$ cat config.mk
export PLATFORM = sky130hd
export DESIGN_NAME = fetch_queue_flat
export DESIGN_NICKNAME = d
export VERILOG_FILES = /design/src/rtl/fetch_queue_if.sv /design/src/rtl/fetch_queue.sv /design/src/flat_wrapper.sv
export SDC_FILE = /design/constraint.sdc
export NUM_CORES = 1
export LEC_CHECK = 0
export ABC_AREA = 1
export BUFFER_PORTS_ARGS = -buffer_cell sky130_fd_sc_hd__buf_4
export CAP_MARGIN = 0
export CORE_MARGIN = 8
export CORE_UTILIZATION = 45
export CTS_BUF_LIST = sky130_fd_sc_hd__clkbuf_8
export CTS_CLUSTER_SIZE = 14
export DETAILED_ROUTE_END_ITERATION = 8
export GPL_ROUTABILITY_DRIVEN = 0
export PLACE_DENSITY = 0.68
export SETUP_SLACK_MARGIN = 0.3
export SYNTH_ARGS = -nofsm -noshare
export SYNTH_HDL_FRONTEND = slang
export SYNTH_SLANG_ARGS = --single-unit
$ cat constraint.sdc
create_clock -name clk -period 5.6 [get_ports clk]
set_clock_uncertainty 0.2 [all_clocks]
set_input_delay 1.68 -clock clk [delete_from_list [all_inputs] [get_ports clk]]
set_output_delay 1.68 -clock clk [all_outputs]
set_load 0.02 [all_outputs]
$ cat src/rtl/fetch_queue_if.sv
// Bundle between the fetch queue, instruction SRAM, EXE redirect and ID.
// The master modport is the fetch queue. The slave modport is its surroundings:
// the SRAM wrapper, the EXE stage and the ID stage.
interface fetch_queue_if #(
    parameter int DEPTH     = 4,
    parameter int DATA_W    = 32,
    parameter int ADDR_W    = 32,
    parameter int IM_ADDR_W = 14
);
    localparam int OCC_W = $clog2(DEPTH) + 1;

    // Branch/jump redirect from EXE
    logic                  redirect_valid;
    logic [ADDR_W-1:0]     redirect_pc;

    // Dequeue handshake towards ID
    logic                  deq_ready;
    logic                  deq_valid;
    logic [DATA_W-1:0]     deq_instr;
    logic [ADDR_W-1:0]     deq_pc;

    // Instruction SRAM port
    logic                  im_cs;
    logic [IM_ADDR_W-1:0]  im_addr;
    logic [DATA_W-1:0]     im_rdata;

    // Status
    logic [OCC_W-1:0]      occupancy;

    modport master (
        input  redirect_valid, redirect_pc, deq_ready, im_rdata,
        output deq_valid, deq_instr, deq_pc, im_cs, im_addr, occupancy
    );

    modport slave (
        output redirect_valid, redirect_pc, deq_ready, im_rdata,
        input  deq_valid, deq_instr, deq_pc, im_cs, im_addr, occupancy
    );
endinterface

$ cat src/rtl/fetch_queue.sv
// fetch_queue: DEPTH-entry instruction prefetch queue between the instruction
// SRAM and the ID stage. Each queue entry holds an instruction and its PC.
// The queue keeps fetching while ID stalls and flushes when EXE redirects.
// A request is issued only while count + in-flight < DEPTH. That reserves a
// slot for every outstanding response, so no response is ever dropped.
// Optional feature macro: FETCH_QUEUE_BYPASS_EN. When it is defined, a
// response that arrives while the queue is empty is shown at deq_* in the same
// cycle. If ID takes it, the response never enters the queue.
// DEPTH must be a power of two and at least 2. The pointers wrap naturally.
module fetch_queue #(
    parameter int                DEPTH     = 4,
    parameter int                DATA_W    = 32,
    parameter int                ADDR_W    = 32,
    parameter int                IM_ADDR_W = 14,
    parameter logic [ADDR_W-1:0] RESET_PC  = '0
) (
    input logic           clk,
    input logic           rst,
    fetch_queue_if.master bus
);
    localparam int PTR_W = $clog2(DEPTH);
    localparam int CNT_W = PTR_W + 1;

    logic [ADDR_W-1:0] fetchPc_q,  fetchPc_d;
    logic              reqValid_q, reqValid_d;
    logic [ADDR_W-1:0] reqPc_q,    reqPc_d;
    logic [PTR_W-1:0]  wrPtr_q,    wrPtr_d;
    logic [PTR_W-1:0]  rdPtr_q,    rdPtr_d;
    logic [CNT_W-1:0]  count_q,    count_d;

    logic [DATA_W-1:0] instrMem_q [DEPTH];
    logic [ADDR_W-1:0] pcMem_q    [DEPTH];

    logic              issue;
    logic [CNT_W:0]    pending;
    logic              headValid;
    logic              respValid;
    logic              bypassHit;
    logic              enqueue;
    logic              dequeue;

    // The redirect target is word aligned. Its two low bits are deliberately dropped.
    logic              unusedRedirectLsbs;
    assign unusedRedirectLsbs = ^bus.redirect_pc[1:0];

    // Issue a fetch only when a queue slot is free for the response, and never while redirecting or in reset.
    always_comb begin
        pending = {1'b0, count_q} + {{CNT_W{1'b0}}, reqValid_q};
        issue   = rst & ~bus.redirect_valid & (pending < (CNT_W + 1)'(DEPTH));
    end

    assign bus.im_cs     = issue;
    assign bus.im_addr   = fetchPc_q[IM_ADDR_W+1:2];
    assign bus.occupancy = count_q;

    // Head selection, plus the enqueue/dequeue decisions. The optional bypass is resolved here.
    always_comb begin
        headValid     = (count_q != '0);
        respValid     = reqValid_q & ~bus.redirect_valid;
        bypassHit     = 1'b0;
        bus.deq_valid = headValid;
        bus.deq_instr = instrMem_q[rdPtr_q];
        bus.deq_pc    = pcMem_q[rdPtr_q];
`ifdef FETCH_QUEUE_BYPASS_EN
        bypassHit = respValid & ~headValid;
        if (bypassHit) begin
            bus.deq_valid = 1'b1;
            bus.deq_instr = bus.im_rdata;
            bus.deq_pc    = reqPc_q;
        end
`endif
        enqueue = respValid & ~(bypassHit & bus.deq_ready);
        dequeue = headValid & bus.deq_ready & ~bus.redirect_valid;
    end

    // Next state. A redirect flushes everything. Otherwise the fetch PC advances on issue and the pointers follow the handshakes.
    always_comb begin
        fetchPc_d  = fetchPc_q;
        reqValid_d = 1'b0;
        reqPc_d    = reqPc_q;
        wrPtr_d    = wrPtr_q;
        rdPtr_d    = rdPtr_q;
        count_d    = count_q;
        if (bus.redirect_valid) begin
            fetchPc_d = {bus.redirect_pc[ADDR_W-1:2], 2'b00};
            wrPtr_d   = '0;
            rdPtr_d   = '0;
            count_d   = '0;
        end else begin
            if (issue) begin
                reqValid_d = 1'b1;
                reqPc_d    = fetchPc_q;
                fetchPc_d  = fetchPc_q + ADDR_W'(4);
            end
            if (enqueue) begin
                wrPtr_d = wrPtr_q + PTR_W'(1);
            end
            if (dequeue) begin
                rdPtr_d = rdPtr_q + PTR_W'(1);
            end
            case ({enqueue, dequeue})
                2'b10:   count_d = count_q + CNT_W'(1);
                2'b01:   count_d = count_q - CNT_W'(1);
                default: count_d = count_q;
            endcase
        end
    end

    // Control state register. Reset is asynchronous, so it drops any in-flight response at once.
    always_ff @(posedge clk or negedge rst) begin
        if (!rst) begin
            fetchPc_q  <= RESET_PC;
            reqValid_q <= 1'b0;
            reqPc_q    <= '0;
            wrPtr_q    <= '0;
            rdPtr_q    <= '0;
            count_q    <= '0;
        end else begin
            fetchPc_q  <= fetchPc_d;
            reqValid_q <= reqValid_d;
            reqPc_q    <= reqPc_d;
            wrPtr_q    <= wrPtr_d;
            rdPtr_q    <= rdPtr_d;
            count_q    <= count_d;
        end
    end

    // Entry storage has no reset. Entries are only read when count says they hold data.
    always_ff @(posedge clk) begin
        if (enqueue) begin
            instrMem_q[wrPtr_q] <= bus.im_rdata;
            pcMem_q[wrPtr_q]    <= reqPc_q;
        end
    end
endmodule

$ cat src/flat_wrapper.sv
// flat-port wrapper written by rule: the top's interface ports become plain ports
module fetch_queue_flat 
#(
    parameter int                DEPTH     = 4,
    parameter int                DATA_W    = 32,
    parameter int                ADDR_W    = 32,
    parameter int                IM_ADDR_W = 14,
    parameter logic [ADDR_W-1:0] RESET_PC  = '0
)
  (clk, rst, bus_redirect_valid, bus_redirect_pc, bus_deq_ready, bus_im_rdata, bus_deq_valid, bus_deq_instr, bus_deq_pc, bus_im_cs, bus_im_addr, bus_occupancy);
  fetch_queue_if #(.DEPTH(DEPTH), .DATA_W(DATA_W), .ADDR_W(ADDR_W), .IM_ADDR_W(IM_ADDR_W)) bus_i ();
  input logic clk;
  input logic rst;
  input wire logic [$bits(bus_i.redirect_valid)-1:0] bus_redirect_valid;
  input wire logic [$bits(bus_i.redirect_pc)-1:0] bus_redirect_pc;
  input wire logic [$bits(bus_i.deq_ready)-1:0] bus_deq_ready;
  input wire logic [$bits(bus_i.im_rdata)-1:0] bus_im_rdata;
  output wire logic [$bits(bus_i.deq_valid)-1:0] bus_deq_valid;
  output wire logic [$bits(bus_i.deq_instr)-1:0] bus_deq_instr;
  output wire logic [$bits(bus_i.deq_pc)-1:0] bus_deq_pc;
  output wire logic [$bits(bus_i.im_cs)-1:0] bus_im_cs;
  output wire logic [$bits(bus_i.im_addr)-1:0] bus_im_addr;
  output wire logic [$bits(bus_i.occupancy)-1:0] bus_occupancy;
  assign bus_i.redirect_valid = bus_redirect_valid;
  assign bus_i.redirect_pc = bus_redirect_pc;
  assign bus_i.deq_ready = bus_deq_ready;
  assign bus_i.im_rdata = bus_im_rdata;
  assign bus_deq_valid = bus_i.deq_valid;
  assign bus_deq_instr = bus_i.deq_instr;
  assign bus_deq_pc = bus_i.deq_pc;
  assign bus_im_cs = bus_i.im_cs;
  assign bus_im_addr = bus_i.im_addr;
  assign bus_occupancy = bus_i.occupancy;
  fetch_queue #(.DEPTH(DEPTH), .DATA_W(DATA_W), .ADDR_W(ADDR_W), .IM_ADDR_W(IM_ADDR_W), .RESET_PC(RESET_PC)) u_core (.clk(clk), .rst(rst), .bus(bus_i));
endmodule
# Word level (Yosys, flattened, before mapping)
# Memories as Yosys holds them, arrays and structs flattened.
# Cells that the tools add are included.
word_totals:
  register_bits: 72
  mem_bits_rw: 256
  in_bits: 68
  out_inout_bits: 83
  word_cells: 41
  n_memories: 2
classes:
  n_addsub: 6
  magnitude_cmp: 1
  n_eq_ne: 2
  muxes: 12
  n_bitwise: 6
  n_reduce_logical: 6
mem_list:
  columns: ["memory", "depth", "width", "rd", "rd_ports_with_merged_regs", "write_ports", "line_no", "text"]
  rows:
  - ["u_core.instrMem_q", 4, 32, 1, 0, 1, "fetch_queue.sv:31", "logic [DATA_W-1:0] instrMem_q [DEPTH];"]
  - ["u_core.pcMem_q", 4, 32, 1, 0, 1, "fetch_queue.sv:32", "logic [ADDR_W-1:0] pcMem_q [DEPTH];"]
op_table:
  columns: ["operator", "count"]
  rows:
  - ["32-bit 2-to-1 mux", 2]
  - ["32-bit by 3-bit adder with 32-bit output, second input constant", 1]
  - ["2-bit 2-to-1 mux", 4]
  - ["3-bit one-hot mux with 2 select lines", 1]
  - ["2-bit nonzero test", 3]
  - ["3-bit nonzero test", 2]
  - ["1-bit bitwise AND", 5]
  - ["2-bit by 1-bit adder with 2-bit output, second input constant", 2]
  - ["3-bit by 1-bit adder with 4-bit output", 1]
  - ["4-bit by 3-bit less-than comparator with 1-bit output, second input constant", 1]
  - ["1-bit 2-to-1 mux", 4]
  - ["3-bit by 1-bit adder with 3-bit output, second input constant", 1]
  - ["3-bit 2-to-1 mux", 1]
  - ["3-bit by 1-bit subtractor with 3-bit output, second input constant", 1]
  - ["2-bit by 1-bit equality test with 1-bit output, second input constant", 1]
  - ["2-bit equality test, second input constant", 1]
  - ["2-bit AND reduction", 1]
  - ["1-bit NOT", 1]

# Longest topological paths before layout
# Gate-level depths: netlist (run 1).
logic_depth:
  ltp_word: 6
  mapped_depth: 9
  ltp_nobuf: 9

# Worst setup path before layout (run 1)
# Ideal clock, no wire load.
synth_timing:
  path_kind: "input port to flip-flop"
  from: "input bus_redirect_valid"
  to: "memory u_core.instrMem_q[0][0], enable pin"
  setup_ns: 0.482
  t_arrival_ns: 4.680
  required_time_ns: 4.918
  slack_ns: 0.238
  cell_stages: 4
  n_path_buf: 1
  path_cell_list: "buf_2 inv_2 nand2_1 nor2_1"
synth_via:
  elab_chain_len: 4
synth_rtl:
  columns: ["element", "line_no", "text"]
  rows:
  - ["start, declared", "flat_wrapper.sv:14", "input wire logic [$bits(bus_i.redirect_valid)-1:0] bus_redirect_valid;"]
  - ["1-bit NOT (no line)", null, null]
  - ["1-bit bitwise AND", "fetch_queue.sv:59", "respValid = reqValid_q & ~bus.redirect_valid;"]
  - ["1-bit 2-to-1 mux", "fetch_queue.sv:130", "if (enqueue) begin"]
  - ["1-bit 2-to-1 mux (not written as such)", "fetch_queue.sv:131", "instrMem_q[wrPtr_q] <= bus.im_rdata;"]
  - ["end, declared", "fetch_queue.sv:31", null]
# Every way passes these cells.

# Worst setup path in the final report (run 1)
layout_timing:
  from: "register u_core.rdPtr_q[0]"
  to: "output bus_deq_instr[21]"
layout_via:
  elab_chain_len: 1
layout_rtl:
  columns: ["element", "line_no", "text"]
  rows:
  - ["start, declared", "fetch_queue.sv:28", "logic [PTR_W-1:0] rdPtr_q, rdPtr_d;"]
  - ["start signal, assigned", "fetch_queue.sv:123", "rdPtr_q <= rdPtr_d;"]
  - ["memory read 4 x 32 bit", null, null]
  - ["end, declared", "flat_wrapper.sv:19", "output wire logic [$bits(bus_i.deq_instr)-1:0] bus_deq_instr;"]
# Every way passes these cells.

==> impl_metrics.env, run 1 <==
export IMPL_clockBufferDepth=3
export IMPL_gr_usage_all_layers_pct=16.6
export IMPL_critPathTopFamily="buffers and inverters"
export IMPL_power_leakage_nw=5.92
export IMPL_setup_viol=0
export IMPL_die_area_mm2=0.0346
export IMPL_area_delta_synth_final_pct=18.2
export IMPL_clock_sinks=316
export IMPL_crit_top_cell="buf_4"
export IMPL_numCtsBuffers=50
export IMPL_yosysSeqAreaShare_pct=70.2
export IMPL_yosysTopAreaCell="edfxtp_1"
export IMPL_core_mm2=0.0286
export IMPL_filler_cell_count=2479
export IMPL_synth_cells=1121
export IMPL_cp_end_kind="output port"
export IMPL_synth_seq_cells=316
export IMPL_synth_area_top_cells="edfxtp_1 (57%), dfrtp_1 (13%), o21ai_0 (6.2%)"
export IMPL_remaining_drc_errors=0
export IMPL_worstPathRequired_ns=3.72
export IMPL_start_util_pct=45.5
export IMPL_hold_violations=0
export IMPL_relSlewSlack_pct=37.9
export IMPL_fin_util_pct=53.8
export IMPL_cap_violations=0
export IMPL_h_tree_depth=2
export IMPL_cts_tree="built"
export IMPL_hp_class="reg -> reg"
export IMPL_startpoint_type="register"
export IMPL_cts_setup_buffers=0
export IMPL_status="finished clean"
export IMPL_grt_max_degree=97
export IMPL_cts_resized_gates=0
export IMPL_worstSetupPathType="reg -> out"
export IMPL_arrival_ns=2.99
export IMPL_vias_per_cell=5.12
export IMPL_synth_ff_type="edfxtp_1"
export IMPL_crit_buf_inv=3
export IMPL_grt_pass1_wl_um=45600
export IMPL_syn_area_per_cell_um2=11.6
export IMPL_clk_insertion_delay_late_ns=0.56
export IMPL_worst_path_max_delay_cell="clkinv_2"
export IMPL_crit_fanout=61
export IMPL_tns_ns=0
export IMPL_drtIter0Drc=545
export IMPL_drive_gt1_share_pct=19.9
export IMPL_cts_clk_slew_worst_paths_ns=0.06
export IMPL_tightest_slew_ns=0.932
export IMPL_cpPeakStageDelay_ns=0.76
export IMPL_layout_nets=1339
export IMPL_final_common_cell="edfxtp_1"
export IMPL_die_x_um=186
export IMPL_ctsHoldBuffers=0
export IMPL_fin_crit_sh_pct=86.9
export IMPL_die_h_um=186
export IMPL_peakVddDrop_v=0.000241
export IMPL_p_per_area_mw_per_mm2=416
export IMPL_placed_cells=1597
export IMPL_rsz0062_at_grt="false"
export IMPL_period_needed_ns=4.87
export IMPL_ys_warn_count=0
export IMPL_routed_wl_um=29300
export IMPL_max_freq_ghz=0.206
export IMPL_dp_hpwl_um=17900
export IMPL_firstDrtPassIters=7
export IMPL_ys_types=35
export IMPL_vias=8662
export IMPL_ant_nets=0
export IMPL_synth_edff_count=248
export IMPL_num_antenna_cells=0
export IMPL_port_buffers=146
export IMPL_io_pins=151
export IMPL_rows=62
export IMPL_syn_area_mm2=0.0130
export IMPL_grt_pass1_vias=8579
export IMPL_crit_chain="clkinv_2 > buf_4 > o21ai_0 > o22ai_1 > buf_4"
export IMPL_mostFrequentLayoutCells="edfxtp_1 (248), nor2_1 (175), o21ai_0 (161), buf_4 (161), nand2_1 (150)"
export IMPL_grt_remaining_overflow=0
export IMPL_antenna_found_initial=0
export IMPL_wl_per_cell_um=17.3
export IMPL_synth_top_area_share_pct=57.2
export IMPL_ys_async_sr_fraction_pct=21.5
export IMPL_drv_slew=0
export IMPL_fin_cells=1691
export IMPL_clock_root_buffer="clkbuf_8"
==> sequential cells by signal, indices dropped and copies added (netlist names) <==
| register | flops |
|---|---|
| u_core.reqPc_q | 30 |
| u_core.wrPtr_q | 2 |
| u_core.pcMem_q | 120 |
| u_core.reqValid_q | 1 |
| u_core.rdPtr_q | 2 |
| u_core.bus.occupancy | 3 |
| u_core.instrMem_q | 128 |
| u_core.fetchPc_q | 30 |
==> area by class of cell <==
class / instances / area, µm² / share of cell area, %
sequential: 316 / 9150 / 59.5
multi-input combinational: 670 / 3280 / 21.3
timing repair buffer: 163 / 1250 / 8.11
clock buffer: 56 / 771 / 5.01
tap: 384 / 480 / 3.12
inverter: 64 / 241 / 1.57
clock inverter: 38 / 218 / 1.41
==> synthesized netlist by cell type (4+ instances only) <==
| library cell | number |
|---|---|
| buf_2 | 16 |
| buf_4 | 20 |
| clkbuf_1 | 33 |
| dfrtp_1 | 68 |
| edfxtp_1 | 248 |
| ha_1 | 5 |
| inv_1 | 60 |
| nand2_1 | 150 |
| nand3_1 | 38 |
| nand3b_1 | 10 |
| nand4_1 | 8 |
| nor2_1 | 179 |
| nor2_2 | 4 |
| nor2_4 | 7 |
| o211ai_1 | 6 |
| o21ai_0 | 161 |
| o21ai_1 | 10 |
| o22ai_1 | 62 |
| xor2_1 | 5 |
==> power by group <==
| group | leakage (nW) | total (mW) | switching [mW] | internal, mW |
|---|---|---|---|---|
| clock network | 0.568 | 1.89 | 0.877 | 1.01 |
| registers | 3.08 | 3.06 | 0.228 | 2.83 |
| logic | 2.27 | 1.45 | 0.931 | 0.519 |
==> layer usage <==
| metal | GRT usage (%) | share of wire, % |
|---|---|---|
| met4 | 5.46 | 2.1 |
| met5 | 0 | 0 |
| met1 | 21.5 | 45 |
| met2 | 27.8 | 47 |
| met3 | 3.22 | 5.6 |
==> worst paths after layout <==
path                                          from                     to  slack, ns  depth (start not counted)
max in group asynchronous                      rst      u_core.rdPtr_q[0]       3.36                          2
max                              u_core.rdPtr_q[0]      bus_deq_instr[21]       0.73                          5
min                             u_core.reqPc_q[13]  u_core.pcMem_q[2][13]       0.31                          0
max reg2reg                u_core.bus.occupancy[0]   u_core.fetchPc_q[13]       2.86                          8
min in group asynchronous                      rst   u_core.fetchPc_q[22]       1.13                          2
min reg2reg                     u_core.reqPc_q[13]  u_core.pcMem_q[2][13]       0.31                          0
==> worst register-to-register path, stage by stage, from the launching register on <==
cell and delay (ns):
dfrtp_1 0.44, nand3_1 0.28, nand3_4 0.15, buf_4 0.53, nand2_2 0.52, inv_1 0.30, nand2_1 0.08, nand2_1 0.08
nand3b_1 0.10
==> metrics by stage <==
| stage | worst slack, ns | hold WS, ns | area, µm² | power [mW] |
|---|---|---|---|---|
| 2_1_floorplan | 0.238 | 0.276 | 13000 | 3.94 |
| 3_3_place_gp | 1.35 | 0.298 | 14400 | 4.53 |
| 3_5_place_dp | 1.31 | 0.305 | 14400 | 4.57 |
| 4_1_cts | 0.708 | 0.320 | 15400 | 6.47 |
| 5_1_grt | 0.521 | 0.334 | 15400 | 6.73 |
| 6_report | 0.735 | 0.314 | 15400 | 6.40 |
==> cell families (layout without fill, tap and decap cells) <==
group | after synthesis | after routing | synth area share, %
AND/OR/NAND/NOR | 411 | 411 | 13.6
XOR/XNOR | 7 | 7 | 0.471
flip-flops | 316 | 316 | 70.2
adder cells (fa/ha/maj) | 6 | 6 | 0.634
other | 1 | 2 | 0.0288
buffers and inverters | 136 | 321 | 4.82
AO/OA/AOI/OAI | 244 | 244 | 10.2
(Power assumes the default switching activity.)
==> run 2: changes to the inputs <==
Settings changed: CTS_BUF_LIST sky130_fd_sc_hd__clkbuf_8 to unset.
==> impl_metrics.env, run 2 (synthesis results as in run 1) <==
export IMPL_die_area_mm2=0.0346
export IMPL_clock_sinks=316
export IMPL_grt_pass1_wl_um=45000
export IMPL_period_needed_ns=4.82
export IMPL_setup_ws_ns=0.782
export IMPL_cts_resized_gates=0
export IMPL_num_antenna_cells=0
export IMPL_cpPeakStageDelay_ns=0.76
export IMPL_vias_per_cell=5.16
export IMPL_clock_root_buffer="clkbuf_16"
export IMPL_grt_remaining_overflow=0
export IMPL_critPathTopFamily="buffers and inverters"
export IMPL_area_delta_synth_final_pct=19.3
export IMPL_ctsHoldBuffers=0
export IMPL_firstDrtPassIters=6
export IMPL_power_leakage_nw=5.89
export IMPL_reg2reg_setup_slack_ns=2.86
export IMPL_routed_wl_um=28800
export IMPL_seq_area_mm2=0.00915
export IMPL_crit_buf_inv=3
export IMPL_grt_max_degree=97
export IMPL_filler_cell_count=2467
export IMPL_crit_top_cell="buf_4"
export IMPL_rsz0062_at_grt="false"
export IMPL_core_mm2=0.0286
export IMPL_final_common_cell="edfxtp_1"
export IMPL_antenna_found_initial=0
export IMPL_tightest_slew_ns=0.924
export IMPL_multi_input_area_mm2=0.00328
export IMPL_startpoint_type="register"
export IMPL_numCtsBuffers=35
export IMPL_port_buffers=146
export IMPL_relSlewSlack_pct=38.4
export IMPL_max_freq_ghz=0.208
export IMPL_worstSetupPathType="reg -> out"
export IMPL_arrival_ns=2.94
export IMPL_cts_tree="built"
export IMPL_tns_ns=0
export IMPL_die_h_um=186
export IMPL_rows=62
export IMPL_crit_fanout=61
export IMPL_io_pins=151
export IMPL_finalPower_mw=6.70
export IMPL_gr_usage_all_layers_pct=16.4
export IMPL_h_tree_depth=2
export IMPL_largest_registers="u_core.instrMem_q x128, u_core.pcMem_q x120"
export IMPL_peakVddDrop_v=0.000186
export IMPL_clk_insertion_delay_late_ns=0.49
export IMPL_start_util_pct=45.5
export IMPL_cp_end_kind="output port"
export IMPL_p_per_area_mw_per_mm2=431
export IMPL_largest_register_ffs=128
export IMPL_vias=8560
export IMPL_cts_clk_slew_worst_paths_ns=0.06
export IMPL_fin_util_pct=54.3
export IMPL_fin_crit_sh_pct=86.0
export IMPL_drtIter0Drc=515
export IMPL_grt_pass1_vias=8480
export IMPL_cts_setup_buffers=0
export IMPL_remaining_drc_errors=0
export IMPL_status="finished clean"
export IMPL_dp_hpwl_um=17900
export IMPL_hold_violations=0
export IMPL_drv_slew=0
export IMPL_ant_nets=0
export IMPL_pre_cts_slack_ns=1.31
export IMPL_hp_class="reg -> reg"
export IMPL_die_x_um=186
export IMPL_worstPathRequired_ns=3.72
export IMPL_clockBufferDepth=3
export IMPL_setup_viol=0
export IMPL_cap_violations=0
export IMPL_crit_chain="clkinv_2 > buf_4 > o21ai_0 > o22ai_1 > buf_4"
export IMPL_regMostFlops="u_core.instrMem_q"
export IMPL_mostFrequentLayoutCells="edfxtp_1 (248), nor2_1 (175), o21ai_0 (161), buf_4 (161), nand2_1 (150)"
export IMPL_worst_path_max_delay_cell="clkinv_2"
export IMPL_drive_gt1_share_pct=19.2
export IMPL_layout_nets=1324
export IMPL_wl_per_cell_um=17.3
[run 2: changes by cell type in the layout (fill, tap and decap cells not counted), sizes merged]
cell	change
clkinv	-4
inv	-18
clkbuf	-12
bufinv	-1
clkinvlp	+4
[run 2: final timing paths]
| path | start | endpoint | cells past startpoint |
|---|---|---|---|
| min in group asynchronous | rst | u_core.fetchPc_q[22] | 2 |
| setup / recovery | u_core.rdPtr_q[0] | bus_deq_instr[21] | 5 |
| max in group asynchronous | rst | u_core.rdPtr_q[0] | 2 |
| hold / removal | u_core.reqPc_q[21] | u_core.pcMem_q[0][21] | 0 |
| hold reg to reg | u_core.reqPc_q[21] | u_core.pcMem_q[0][21] | 0 |
| setup reg to reg | u_core.bus.occupancy[0] | u_core.fetchPc_q[13] | 8 |
[run 2: per-layer routing]
metal	share of wire (%)	vias to the layer above	global-route usage, %
li1	-	4195	-
met1	45	4082	21.6
met2	47	227	27.6
met3	5.6	56	2.93
met4	2.2	0	4.73
met5	0	-	0
[run 2: layout make-up]
class	count	share of cell area, %
tap	384	3.09
sequential	316	58.9
multi-input combinational	670	21.1
clock inverter	19	0.853
timing repair buffer	163	8.03
inverter	64	1.55
clock buffer	44	6.46
[run 2: stage by stage]
stage	hold WS [ns]	instances	instance area, µm²
final	0.317	1660	15500
after global routing	0.338	1660	15500
after CTS	0.316	1660	15500
after detailed placement	0.305	1597	14400
after global placement	0.298	1597	14400
after floorplan	0.276	1122	13000
[run 2: report_power, final]
part | leakage, nW | switching (mW) | total, mW | internal [mW]
clock network | 0.545 | 0.870 | 2.19 | 1.32
registers | 3.08 | 0.229 | 3.06 | 2.83
logic | 2.27 | 0.927 | 1.45 | 0.519
==> run 3: changes to the inputs <==
Settings changed: PLACE_DENSITY 0.68 to 0.71.
Clock period 5.6 ns to 4.3 ns, I/O delays scaled along.
==> impl_metrics.env, run 3 (synthesis results as in run 1) <==
export IMPL_relSlewSlack_pct=41.3
export IMPL_fin_util_pct=54.1
export IMPL_rows=62
export IMPL_routed_wl_um=28600
export IMPL_power_leakage_nw=5.86
export IMPL_tightest_slew_ns=0.881
export IMPL_peakVddDrop_v=0.000262
export IMPL_cts_clk_slew_worst_paths_ns=0.06
export IMPL_die_x_um=186
export IMPL_dp_hpwl_um=17200
export IMPL_multi_input_area_mm2=0.00328
export IMPL_cap_violations=0
export IMPL_clockBufferDepth=3
export IMPL_crit_fanout=39
export IMPL_worstPathRequired_ns=2.81
export IMPL_grt_pass1_wl_um=45300
export IMPL_max_freq_ghz=0.265
export IMPL_io_pins=151
export IMPL_pre_cts_slack_ns=0.865
export IMPL_hp_class="reg -> reg"
export IMPL_remaining_drc_errors=0
export IMPL_port_buffers=146
export IMPL_status="finished clean"
export IMPL_cts_tree="built"
export IMPL_cts_resized_gates=0
export IMPL_mostFrequentLayoutCells="edfxtp_1 (248), nor2_1 (175), o21ai_0 (161)"
export IMPL_drv_slew=0
export IMPL_hold_violations=0
export IMPL_core_mm2=0.0286
export IMPL_drtIter0Drc=528
export IMPL_setup_ws_ns=0.520
export IMPL_drive_gt1_share_pct=18.5
export IMPL_wl_per_cell_um=17.3
export IMPL_startpoint_type="register"
export IMPL_regMostFlops="u_core.instrMem_q"
export IMPL_final_common_cell="edfxtp_1"
export IMPL_cp_end_kind="output port"
export IMPL_numCtsBuffers=34
export IMPL_vias_per_cell=5.20
export IMPL_grt_max_degree=126
export IMPL_ant_nets=0
export IMPL_period_needed_ns=3.78
export IMPL_grt_remaining_overflow=0
export IMPL_gr_usage_all_layers_pct=16.5
export IMPL_filler_cell_count=2435
export IMPL_antenna_found_initial=0
export IMPL_fin_crit_sh_pct=87.9
export IMPL_post_dp_cell_area_mm2=0.0144
export IMPL_vias=8607
export IMPL_die_h_um=186
export IMPL_seq_area_mm2=0.00915
export IMPL_final_cell_area_mm2=0.0155
export IMPL_clock_sinks=316
export IMPL_layout_nets=1320
export IMPL_firstDrtPassIters=5
export IMPL_ctsHoldBuffers=0
export IMPL_clk_insertion_delay_late_ns=0.50
export IMPL_finalPower_mw=8.59
export IMPL_p_per_area_mw_per_mm2=554
export IMPL_setup_viol=0
export IMPL_arrival_ns=2.29
export IMPL_grt_pass1_vias=8455
export IMPL_largest_register_ffs=128
export IMPL_num_antenna_cells=0
export IMPL_die_area_mm2=0.0346
export IMPL_cts_setup_buffers=0
export IMPL_hold_ws_ns=0.315
export IMPL_area_delta_synth_final_pct=19.0
export IMPL_rsz0062_at_grt="false"
export IMPL_worstSetupPathType="reg -> out"
export IMPL_h_tree_depth=2
export IMPL_clock_root_buffer="clkbuf_16"
export IMPL_largest_registers="u_core.instrMem_q x128, u_core.pcMem_q x120"
export IMPL_start_util_pct=45.5
-- run 3: report_power, final --
part | internal [mW] | total, mW | switching, mW
registers | 3.68 | 3.96 | 0.274
logic | 0.686 | 1.91 | 1.23
clock network | 1.59 | 2.72 | 1.13
-- run 3: through the flow --
step	cells	TNS (ns)
after floorplan	1122	-166.67
after global placement	1594	0
after detailed placement	1594	0
after CTS	1655	0
after global routing	1655	0
final	1655	0
-- run 3: path summary, 6_finish.rpt --
check | startpoint | slack [ns] | cells past startpoint | end
max | u_core.rdPtr_q[0] | 0.52 | 5 | bus_deq_pc[18]
min | u_core.reqPc_q[17] | 0.32 | 0 | u_core.pcMem_q[3][17]
max reg2reg | u_core.bus.occupancy[0] | 1.88 | 9 | u_core.fetchPc_q[13]
min reg2reg | u_core.reqPc_q[17] | 0.32 | 0 | u_core.pcMem_q[3][17]
max in group asynchronous | rst | 2.40 | 2 | u_core.rdPtr_q[0]
min in group asynchronous | rst | 0.80 | 2 | u_core.fetchPc_q[26]
-- run 3: area by class of cell --
type / count / share of cell area [%]
inverters: 64 / 1.56
repair buffers: 160 / 8.32
flip-flops and latches: 316 / 59.1
multi-input cells: 670 / 21.2
clock inverters: 12 / 0.436
well taps: 384 / 3.10
clock buffers: 49 / 6.33
-- run 3: routing by layer --
| layer | track usage [%] | up-vias | wire [µm] |
|---|---|---|---|
| met5 | 0 | - | 0 |
| li1 | - | 4168 | - |
| met4 | 4.35 | 0 | 437 |
| met3 | 3.75 | 38 | 2030 |
| met2 | 27.1 | 265 | 13600 |
| met1 | 22.1 | 4136 | 12500 |
-- run 3: critical path, stage by stage, from the launching register on --
cell	delay [ns]
dfrtp_4	0.49
clkinv_2	0.39
buf_4	0.33
o21ai_0	0.10
o22ai_1	0.26
buf_4	0.21
